--- src/rtl/front_part_strip_allocator_pkg.sv ---
// rtl/front_part_strip_allocator_pkg.sv - shared state encoding, defaults and field widths
package front_part_pkg;
  localparam int DEF_NUM_STRIPS     = 14;
  localparam int DEF_STRIP_CAPACITY = 128;
  localparam int STRIP_ID_W         = 4;
  localparam int OCC_W              = 8;

  typedef enum logic [1:0] {
    ST_IDLE,
    ST_SCAN,
    ST_EMIT,
    ST_REJECT
  } state_e;
endpackage

--- src/rtl/front_part_strip_allocator_if.sv ---
// rtl/front_part_strip_allocator_if.sv - request handshake and strip-write beat bundle
interface front_part_strip_allocator_if;
  import front_part_pkg::*;

  logic                  req_valid;
  logic                  req_ready;
  logic [OCC_W-1:0]      req_width;
  logic                  clear_all;
  logic                  write_valid;
  logic                  strike_flag_write;
  logic [STRIP_ID_W-1:0] strip_ID_write;
  logic [OCC_W-1:0]      old_occupied_width_write;
  logic [OCC_W-1:0]      new_occupied_width_write;
  logic                  req_reject;

  modport master (
    output req_valid, req_width, clear_all,
    input  req_ready, write_valid, strike_flag_write, strip_ID_write,
    input  old_occupied_width_write, new_occupied_width_write, req_reject
  );

  modport slave (
    input  req_valid, req_width, clear_all,
    output req_ready, write_valid, strike_flag_write, strip_ID_write,
    output old_occupied_width_write, new_occupied_width_write, req_reject
  );
endinterface

--- src/rtl/front_part_strip_allocator_strip_fit_compare.sv ---
// rtl/front_part_strip_allocator_strip_fit_compare.sv - per-strip fit test; FRONT_PART_BEST_FIT_EN selects best fit
module strip_fit_compare
  import front_part_pkg::*;
#(
  parameter int STRIP_CAPACITY = DEF_STRIP_CAPACITY
) (
  input  logic [OCC_W-1:0] i_occ,
  input  logic [OCC_W-1:0] i_width,
  input  logic [OCC_W-1:0] i_best_rem,
  input  logic             i_candidate_valid,
  output logic             o_fit,
  output logic             o_replace
);
  logic [OCC_W:0] w_sum;

  assign w_sum = {1'b0, i_occ} + {1'b0, i_width};
  assign o_fit = (w_sum <= (OCC_W+1)'(STRIP_CAPACITY));

`ifdef FRONT_PART_BEST_FIT_EN
  logic [OCC_W-1:0] w_rem;
  assign w_rem = OCC_W'(STRIP_CAPACITY) - w_sum[OCC_W-1:0];
  // strict less-than keeps the lowest strip ID on ties
  assign o_replace = o_fit && (!i_candidate_valid || (w_rem < i_best_rem));
`else
  logic w_unused;
  assign w_unused  = ^i_best_rem;
  assign o_replace = o_fit && !i_candidate_valid;
`endif
endmodule

--- src/rtl/front_part_strip_allocator.sv ---
// rtl/front_part_strip_allocator.sv - strip placement FSM with fixed-latency scan; FRONT_PART_BEST_FIT_EN selects best fit
module front_part_strip_allocator
  import front_part_pkg::*;
#(
  parameter int NUM_STRIPS     = DEF_NUM_STRIPS,
  parameter int STRIP_CAPACITY = DEF_STRIP_CAPACITY
) (
  input logic                        clk,
  input logic                        rst,
  front_part_strip_allocator_if.slave bus
);
  state_e r_state, w_next;

  logic [OCC_W-1:0]      r_occ [NUM_STRIPS];
  logic [OCC_W-1:0]      r_width;
  logic [STRIP_ID_W-1:0] r_idx;
  logic                  r_cand_valid;
  logic [STRIP_ID_W-1:0] r_cand_id;
  logic [OCC_W-1:0]      r_cand_old;
  logic [OCC_W-1:0]      r_best_rem;

  logic                  r_write_valid, r_strike, r_req_reject;
  logic [STRIP_ID_W-1:0] r_strip_id;
  logic [OCC_W-1:0]      r_old, r_new;

  logic                  w_fit, w_replace, w_take, w_last, w_bad, w_handshake;
  logic                  w_final_valid;
  logic [STRIP_ID_W-1:0] w_final_id;
  logic [OCC_W-1:0]      w_occ_cur, w_rem, w_final_old, w_final_new;

  assign bus.req_ready  = (r_state == ST_IDLE) && !rst && !bus.clear_all;
  assign w_handshake    = bus.req_valid && bus.req_ready;
  assign w_bad          = (bus.req_width == '0) || (bus.req_width > OCC_W'(STRIP_CAPACITY));

  assign w_occ_cur      = r_occ[r_idx];
  assign w_rem          = OCC_W'(STRIP_CAPACITY) - (w_occ_cur + r_width);
  assign w_last         = (r_idx == STRIP_ID_W'(NUM_STRIPS - 1));
  assign w_take         = w_fit && w_replace;
  // the last strip's verdict is folded in here so outputs load on the final scan edge
  assign w_final_valid  = r_cand_valid || w_take;
  assign w_final_id     = w_take ? r_idx : r_cand_id;
  assign w_final_old    = w_take ? w_occ_cur : r_cand_old;
  assign w_final_new    = w_final_old + r_width;

  strip_fit_compare #(.STRIP_CAPACITY(STRIP_CAPACITY)) u_fit (
    .i_occ             (w_occ_cur),
    .i_width           (r_width),
    .i_best_rem        (r_best_rem),
    .i_candidate_valid (r_cand_valid),
    .o_fit             (w_fit),
    .o_replace         (w_replace)
  );

  always_ff @(posedge clk) begin
    if (rst) r_state <= ST_IDLE;
    else     r_state <= w_next;
  end

  always_comb begin
    w_next = r_state;
    case (r_state)
      ST_IDLE:   if (w_handshake) w_next = w_bad ? ST_REJECT : ST_SCAN;
      ST_SCAN:   if (w_last)      w_next = w_final_valid ? ST_EMIT : ST_REJECT;
      ST_EMIT:   w_next = ST_IDLE;
      ST_REJECT: w_next = ST_IDLE;
      default:   w_next = ST_IDLE;
    endcase
  end

  always_ff @(posedge clk) begin
    if (rst) begin
      for (int i = 0; i < NUM_STRIPS; i++) r_occ[i] <= '0;
      r_width       <= '0;
      r_idx         <= '0;
      r_cand_valid  <= 1'b0;
      r_cand_id     <= '0;
      r_cand_old    <= '0;
      r_best_rem    <= '0;
      r_write_valid <= 1'b0;
      r_req_reject  <= 1'b0;
      r_strike      <= 1'b0;
      r_strip_id    <= '0;
      r_old         <= '0;
      r_new         <= '0;
    end else begin
      r_write_valid <= 1'b0;
      r_req_reject  <= 1'b0;
      case (r_state)
        ST_IDLE: begin
          if (bus.clear_all) begin
            for (int i = 0; i < NUM_STRIPS; i++) r_occ[i] <= '0;
          end else if (w_handshake) begin
            r_width      <= bus.req_width;
            r_idx        <= '0;
            r_cand_valid <= 1'b0;
            r_req_reject <= w_bad;
          end
        end
        ST_SCAN: begin
          if (w_take) begin
            r_cand_valid <= 1'b1;
            r_cand_id    <= r_idx;
            r_cand_old   <= w_occ_cur;
            r_best_rem   <= w_rem;
          end
          if (!w_last) begin
            r_idx <= r_idx + 1'b1;
          end else if (w_final_valid) begin
            r_write_valid       <= 1'b1;
            r_strip_id          <= w_final_id;
            r_old               <= w_final_old;
            r_new               <= w_final_new;
            r_strike            <= (w_final_new == OCC_W'(STRIP_CAPACITY));
            r_occ[w_final_id]   <= w_final_new;
          end else begin
            r_req_reject <= 1'b1;
          end
        end
        default: ;
      endcase
    end
  end

  assign bus.write_valid              = r_write_valid;
  assign bus.req_reject               = r_req_reject;
  assign bus.strike_flag_write        = r_strike;
  assign bus.strip_ID_write           = r_strip_id;
  assign bus.old_occupied_width_write = r_old;
  assign bus.new_occupied_width_write = r_new;
endmodule

--- src/flat_wrapper.sv ---
// flat-port wrapper written by rule: the top's interface ports become plain ports
module front_part_strip_allocator_flat import front_part_pkg::*;
#(
  parameter int NUM_STRIPS     = DEF_NUM_STRIPS,
  parameter int STRIP_CAPACITY = DEF_STRIP_CAPACITY
)
  (clk, rst, bus_req_valid, bus_req_width, bus_clear_all, bus_req_ready, bus_write_valid, bus_strike_flag_write, bus_strip_ID_write, bus_old_occupied_width_write, bus_new_occupied_width_write, bus_req_reject);
  front_part_strip_allocator_if bus_i ();
  input logic clk;
  input logic rst;
  input wire logic [$bits(bus_i.req_valid)-1:0] bus_req_valid;
  input wire logic [$bits(bus_i.req_width)-1:0] bus_req_width;
  input wire logic [$bits(bus_i.clear_all)-1:0] bus_clear_all;
  output wire logic [$bits(bus_i.req_ready)-1:0] bus_req_ready;
  output wire logic [$bits(bus_i.write_valid)-1:0] bus_write_valid;
  output wire logic [$bits(bus_i.strike_flag_write)-1:0] bus_strike_flag_write;
  output wire logic [$bits(bus_i.strip_ID_write)-1:0] bus_strip_ID_write;
  output wire logic [$bits(bus_i.old_occupied_width_write)-1:0] bus_old_occupied_width_write;
  output wire logic [$bits(bus_i.new_occupied_width_write)-1:0] bus_new_occupied_width_write;
  output wire logic [$bits(bus_i.req_reject)-1:0] bus_req_reject;
  assign bus_i.req_valid = bus_req_valid;
  assign bus_i.req_width = bus_req_width;
  assign bus_i.clear_all = bus_clear_all;
  assign bus_req_ready = bus_i.req_ready;
  assign bus_write_valid = bus_i.write_valid;
  assign bus_strike_flag_write = bus_i.strike_flag_write;
  assign bus_strip_ID_write = bus_i.strip_ID_write;
  assign bus_old_occupied_width_write = bus_i.old_occupied_width_write;
  assign bus_new_occupied_width_write = bus_i.new_occupied_width_write;
  assign bus_req_reject = bus_i.req_reject;
  front_part_strip_allocator #(.NUM_STRIPS(NUM_STRIPS), .STRIP_CAPACITY(STRIP_CAPACITY)) u_core (.clk(clk), .rst(rst), .bus(bus_i));
endmodule
--- config.mk ---
export PLATFORM = sky130hd
export DESIGN_NAME = front_part_strip_allocator_flat
export DESIGN_NICKNAME = d
export VERILOG_FILES = /design/src/rtl/front_part_strip_allocator_pkg.sv /design/src/rtl/front_part_strip_allocator_if.sv /design/src/rtl/front_part_strip_allocator_strip_fit_compare.sv /design/src/rtl/front_part_strip_allocator.sv /design/src/flat_wrapper.sv
export SDC_FILE = /design/constraint.sdc
export NUM_CORES = 1
export LEC_CHECK = 0
export ABC_AREA = 1
export BUFFER_PORTS_ARGS = -buffer_cell sky130_fd_sc_hd__buf_2
export CORE_UTILIZATION = 62
export DETAILED_ROUTE_END_ITERATION = 16
export HOLD_SLACK_MARGIN = 0.12
export PLACE_DENSITY = 0.91
export SKIP_CTS_REPAIR_TIMING = 1
export SLEW_MARGIN = 20
export SYNTH_ARGS = -nofsm -noshare
export SYNTH_HDL_FRONTEND = slang
export SYNTH_HIERARCHICAL = 1
export SYNTH_SLANG_ARGS = --single-unit
--- constraint.sdc ---
create_clock -name clk -period 6.8 [get_ports clk]
set_input_delay 1.36 -clock clk [delete_from_list [all_inputs] [get_ports clk]]
set_output_delay 1.36 -clock clk [all_outputs]
set_load 0.05 [all_outputs]
Yosys cells after proc, flatten, opt, wreduce, memory -nomap -nowiden:

Memory sizes are Yosys's and may differ from the RTL's. A register that Yosys moved wholly into a read port is not among the register bits.
Cells that the tools add are included.

* register bits: 50
* bits in writable memories: 112
* output and inout bits: 24
* memories kept: 1

* add/subtract/negate cells: 3
* magnitude comparators: 2
* equality and inequality tests: 10
* mux-type cells: 50
* bitwise logic cells: 15
* reduce and logical (&&, ||, !) cells: 20

Memories
* u_core.r_occ: words 14, bits a word 8, read ports 1, clocked after memory_dff 1, write ports 14, RTL line front_part_strip_allocator.sv:14 `logic [OCC_W-1:0] r_occ [NUM_STRIPS];`

Operators by type and width (count)
* 2-to-1 mux 8 bit: 16
* 2-to-1 mux 4 bit: 7
* 2-to-1 mux 1 bit: 20
* OR 1 bit: 14
* adder 8 x 8 -> 9 bit: 1
* less-or-equal comparator 9 x 8 -> 1 bit, second input constant: 1
* adder 8 bit: 1
* == test 8 bit, second input constant: 1
* > comparator 8 bit, second input constant: 1
* logical NOT 8 bit: 1
* one-hot mux 4 bit (2 select lines): 1
* AND reduction 4 bit: 2
* OR reduction 8 bit: 1
* 2-to-1 mux 2 bit: 3
* != test 2 x 1 -> 1 bit, second input constant: 3
* one-hot mux 2 bit (3 select lines): 1
* AND reduction 3 bit: 2
* logical AND 1 bit: 5
* adder 4 x 1 -> 4 bit, second input constant: 1
* == test 2 bit, second input constant: 2
* == test 4 bit, second input constant: 1
* != test 2 bit, second input constant: 2
* one-hot mux 1 bit (2 select lines): 2
* logical NOT 1 bit: 3
* 7 further kinds: 8

Logic depth before layout (Yosys ltp):

* depth in word-level cells: 12
* depth in mapped cells: 39

Modules after synthesis:

The synthesis kept the hierarchy.

Modules (own cells, without submodules)
* front_part_strip_allocator: times used 1, cells an instance 941, area an instance 8836.0 µm²
* strip_fit_compare: times used 1, cells an instance 76, area an instance 415.4 µm²

Least setup slack after synthesis:

No wires, ideal clock.

* path kind: register to register
* start: register (tool-made name)
* end: memory u_core.r_occ[14][4] (data pin)
* library setup time: 269 ps
* data arrival time: 4696 ps
* data required time: 6531 ps
* path slack: 1835 ps
* stages on the path, launching flop included: 30
* path buffers: 5
* cells stage by stage: dfxtp_1 inv_2 buf_4 clkbuf_1 nor2_1 o221ai_1 o211ai_1 nand2_1 ha_1 fa_1 or2_0 nor2_1 nand3_1 nor2_1 nand3_1 nand2_1 nand2_2 nor2_2 nand2_2 buf_2 buf_2 o21ai_1 inv_1 ha_1 fa_1 nand3_1 nand2_1 xnor2_1 clkbuf_1 inv_1

RTL lines (RTL line)
* end: declaration: front_part_strip_allocator.sv:14

==> key figures <==
STA
  – Crit path time final: 5.641 ns
  – Unrepaired setup endpoints after global routing: no
  – Count of final setup violators: 0
  – Fin. Hold Viols: 0
  – Tcrit/Tclk final: 0.8295
  – Count of final max-slew check failures: 0
  – Fin Setup TNS: 0 ns
  – Worst Max-Slew Pin Slew: 0.8765 ns
  – Setup slack after layout: 1.159 ns
  – Clock skew: 0.005714 ns
  – Achievable Freq: 0.1773 GHz
  – Slew Limit Headroom: 0.4150

Global routing
  – Initial antenna violation count: 0
  – First-pass GRT wire length: 34,640 um
  – Largest net degree at the start of global routing: 65
  – Global Route Usage Sum: 0.3192
  – Vias in the first global route: 6,710
  – Gr ovfl total: 0

Clock tree
  – Clk buf depth: 2
  – TritonCTS clock tree: built
  – Root Driver: clkbuf_16
  – Clk_lat worst skew: 0.43 ns
  – Htree depth: 4
  – CTS Buf Count: 17
  – Clock slew at reported path FFs: 0.07 ns
  – Sink Count: 182

Synth
  – Ys Warns: 6
  – Mapped Nets: 971
  – Mean Syn Cell Area: 9.200 um^2
  – Synth Instances: 940
  – Mapped cell area: 8648 um^2

Route
  – Pre-antenna DRT Iters: 8
  – Via density: 6.252
  – Average wire per standard cell: 19.30 um
  – DR vias: 7,196
  – # DRC: 0
  – Final wirelength: 22,210 um
  – DRT iter0 DRCs: 1,033
  – Routed Antenna Nets: 0

Final layout
  – Finished Cell Area: 9539 um^2
  – Layout Utilization: 0.7119
  – Final #Nets: 993
  – Share of cells above drive strength 1: 0.1231
  – Antenna Diode Count: 0
  – Layout Area Growth over Synthesis: 10.30%
  – Fin cells: 1,151

Worst setup path
  – Required @ worst endpoint: 7.16 ns
  – Crit start category: flip-flop
  – Crit path max fanout: 64
  – CP Capture Type: flip-flop
  – WP data arrival: 6.00 ns
  – Critical setup path kind: flip-flop to flip-flop

Floorplanning
  – Row cnt: 42
  – Core area: 13,400 um^2
  – Full die area: 14,430 um^2
  – Die Y: 120.1 um
  – Io pins: 36
  – Initial Util: 0.6454
  – Die W: 120.1 um

Placement
  – PortBufs: 35
  – Placed cell areas: 8940 um^2
  – DPL Wire Length: 14,140 um
  – Placer Congestion: 0.8625
  – Pre-CTS WS: 1.405 ns
  – Post-Place Cells: 1,119

Worst hold path
  – Hold crit path type: flip-flop to flip-flop

Status
  – Outcome: finished, final reports clean

Pwr
  – Peak supply drop: 0.0003170 V
  – Int Pwr: 0.002547 W
  – Clock share of power: 0.206
  – Leakage power: 4.110 nW
  – Power per standard cell area: 510.2 nW/um^2
  – Flop pwr share: 0.299
  – Combinational cell fraction of total power: 0.495
  – Sw frac: 0.4767
  – Net Sw Power: 0.002320 W

Job
  – Max-cap viol count: 0
-- power by group through the flow --
stage                     clock, W  combinational, W  sequential (W)
final                      0.00100           0.00241         0.00145
after global routing       0.00105           0.00255         0.00146
after CTS                  0.00101           0.00232         0.00145
after detailed placement         0           0.00227         0.00147
after global placement           0           0.00221         0.00147
after floorplan                  0           0.00161         0.00145
-- area by class of cell --
class,count,area (um^2)
clock buffers,21,450.4
well taps,176,220.2
repair buffers,50,287.8
inverters,99,374.1
clock inverters,11,148.9
multi-input cells,612,3132
fillers,896,3861
flip-flops and latches,182,4926
-- registers in the layout, summed over array words and instances, names as in the netlist, 2 cells and up, named ones only --
name and count:
u_core/r_occ 128, u_core/r_idx 4, u_core/bus.old_occupied_width_write 8, u_core/r_cand_id 4, u_core/r_state 2, u_core/r_cand_old 8
u_core/r_width 8, u_core/bus.new_occupied_width_write 8, u_core/bus.strip_ID_write 4
-- path summary, 6_finish.rpt --
| kind | endpoint | slack, ns | cells after the start | startpoint |
|---|---|---|---|---|
| worst max-delay path | u_core/bus.strike_flag_write$_SDFFE_PP0P_ | 1.16 | 27 | flip-flop |
| worst min-delay path | u_core/bus.new_occupied_width_write[0]$_SDFFE_PP0P_ | 0.48 | 2 | u_core/bus.new_occupied_width_write[0]$_SDFFE_PP0P_ |
| worst max register to register | u_core/bus.strike_flag_write$_SDFFE_PP0P_ | 1.16 | 27 | flip-flop |
| worst min register to register | u_core/bus.new_occupied_width_write[0]$_SDFFE_PP0P_ | 0.48 | 2 | u_core/bus.new_occupied_width_write[0]$_SDFFE_PP0P_ |
-- critical path: stages (launching register included) --
cell	delay [ns]
dfxtp_2	0.34
buf_4	0.54
o21ai_0	0.19
o221ai_1	0.25
nand3_1	0.10
nand2_1	0.16
ha_1	0.21
fa_1	0.41
or2_0	0.24
nor2_1	0.12
nand3_1	0.09
nor2_1	0.08
nand3_1	0.06
nand2_1	0.07
nand2_2	0.06
nor2_2	0.10
nand2_2	0.25
o21ai_1	0.27
inv_1	0.07
ha_1	0.23
fa_1	0.45
nand3_1	0.10
nand2_1	0.07
xnor2_1	0.50
nand4_1	0.18
nor3_1	0.21
nand3_1	0.09
a21oi_1	0.13
-- per-layer routing --
metal  global-route usage  share of wire  wire [um]
met1               0.4290           0.38       8393
met5                    0              0          0
met2               0.4921           0.47      10520
met4               0.1680          0.038        852
met3              0.06226           0.11       2443
-- cell usage in the layout (no fill, tap or decap), types with 3 or more instances in the layout --
| cell | n |
|---|---|
| nand3_1 | 41 |
| nor2_1 | 192 |
| inv_2 | 4 |
| or2_1 | 3 |
| o221ai_1 | 20 |
| xor2_1 | 4 |
| nand2_4 | 4 |
| nor2_4 | 3 |
| o21ai_0 | 90 |
| inv_1 | 92 |
| or2_2 | 3 |
| nor2_2 | 3 |
| a21oi_1 | 42 |
| o21ai_1 | 9 |
| nand2_2 | 16 |
| nor3_1 | 8 |
| edfxtp_1 | 128 |
| buf_2 | 35 |
| inv_6 | 3 |
| buf_4 | 15 |
| o211ai_1 | 12 |
| clkbuf_16 | 17 |
| nand2_1 | 113 |
| clkinv_1 | 3 |
| ha_1 | 17 |
| clkbuf_1 | 3 |
| dfxtp_1 | 53 |
| o22ai_1 | 8 |
| nand4_1 | 4 |
| bufinv_16 | 3 |
-- through the flow --
stage	hold WS, ns	power (W)
5_1_grt	0.4987	0.005062
2_1_floorplan	0.4447	0.003063
6_report	0.4805	0.004867
3_5_place_dp	0.4629	0.003742
4_1_cts	0.4731	0.004779
3_3_place_gp	0.4532	0.003672
Power figures use the tool's default switching activity.
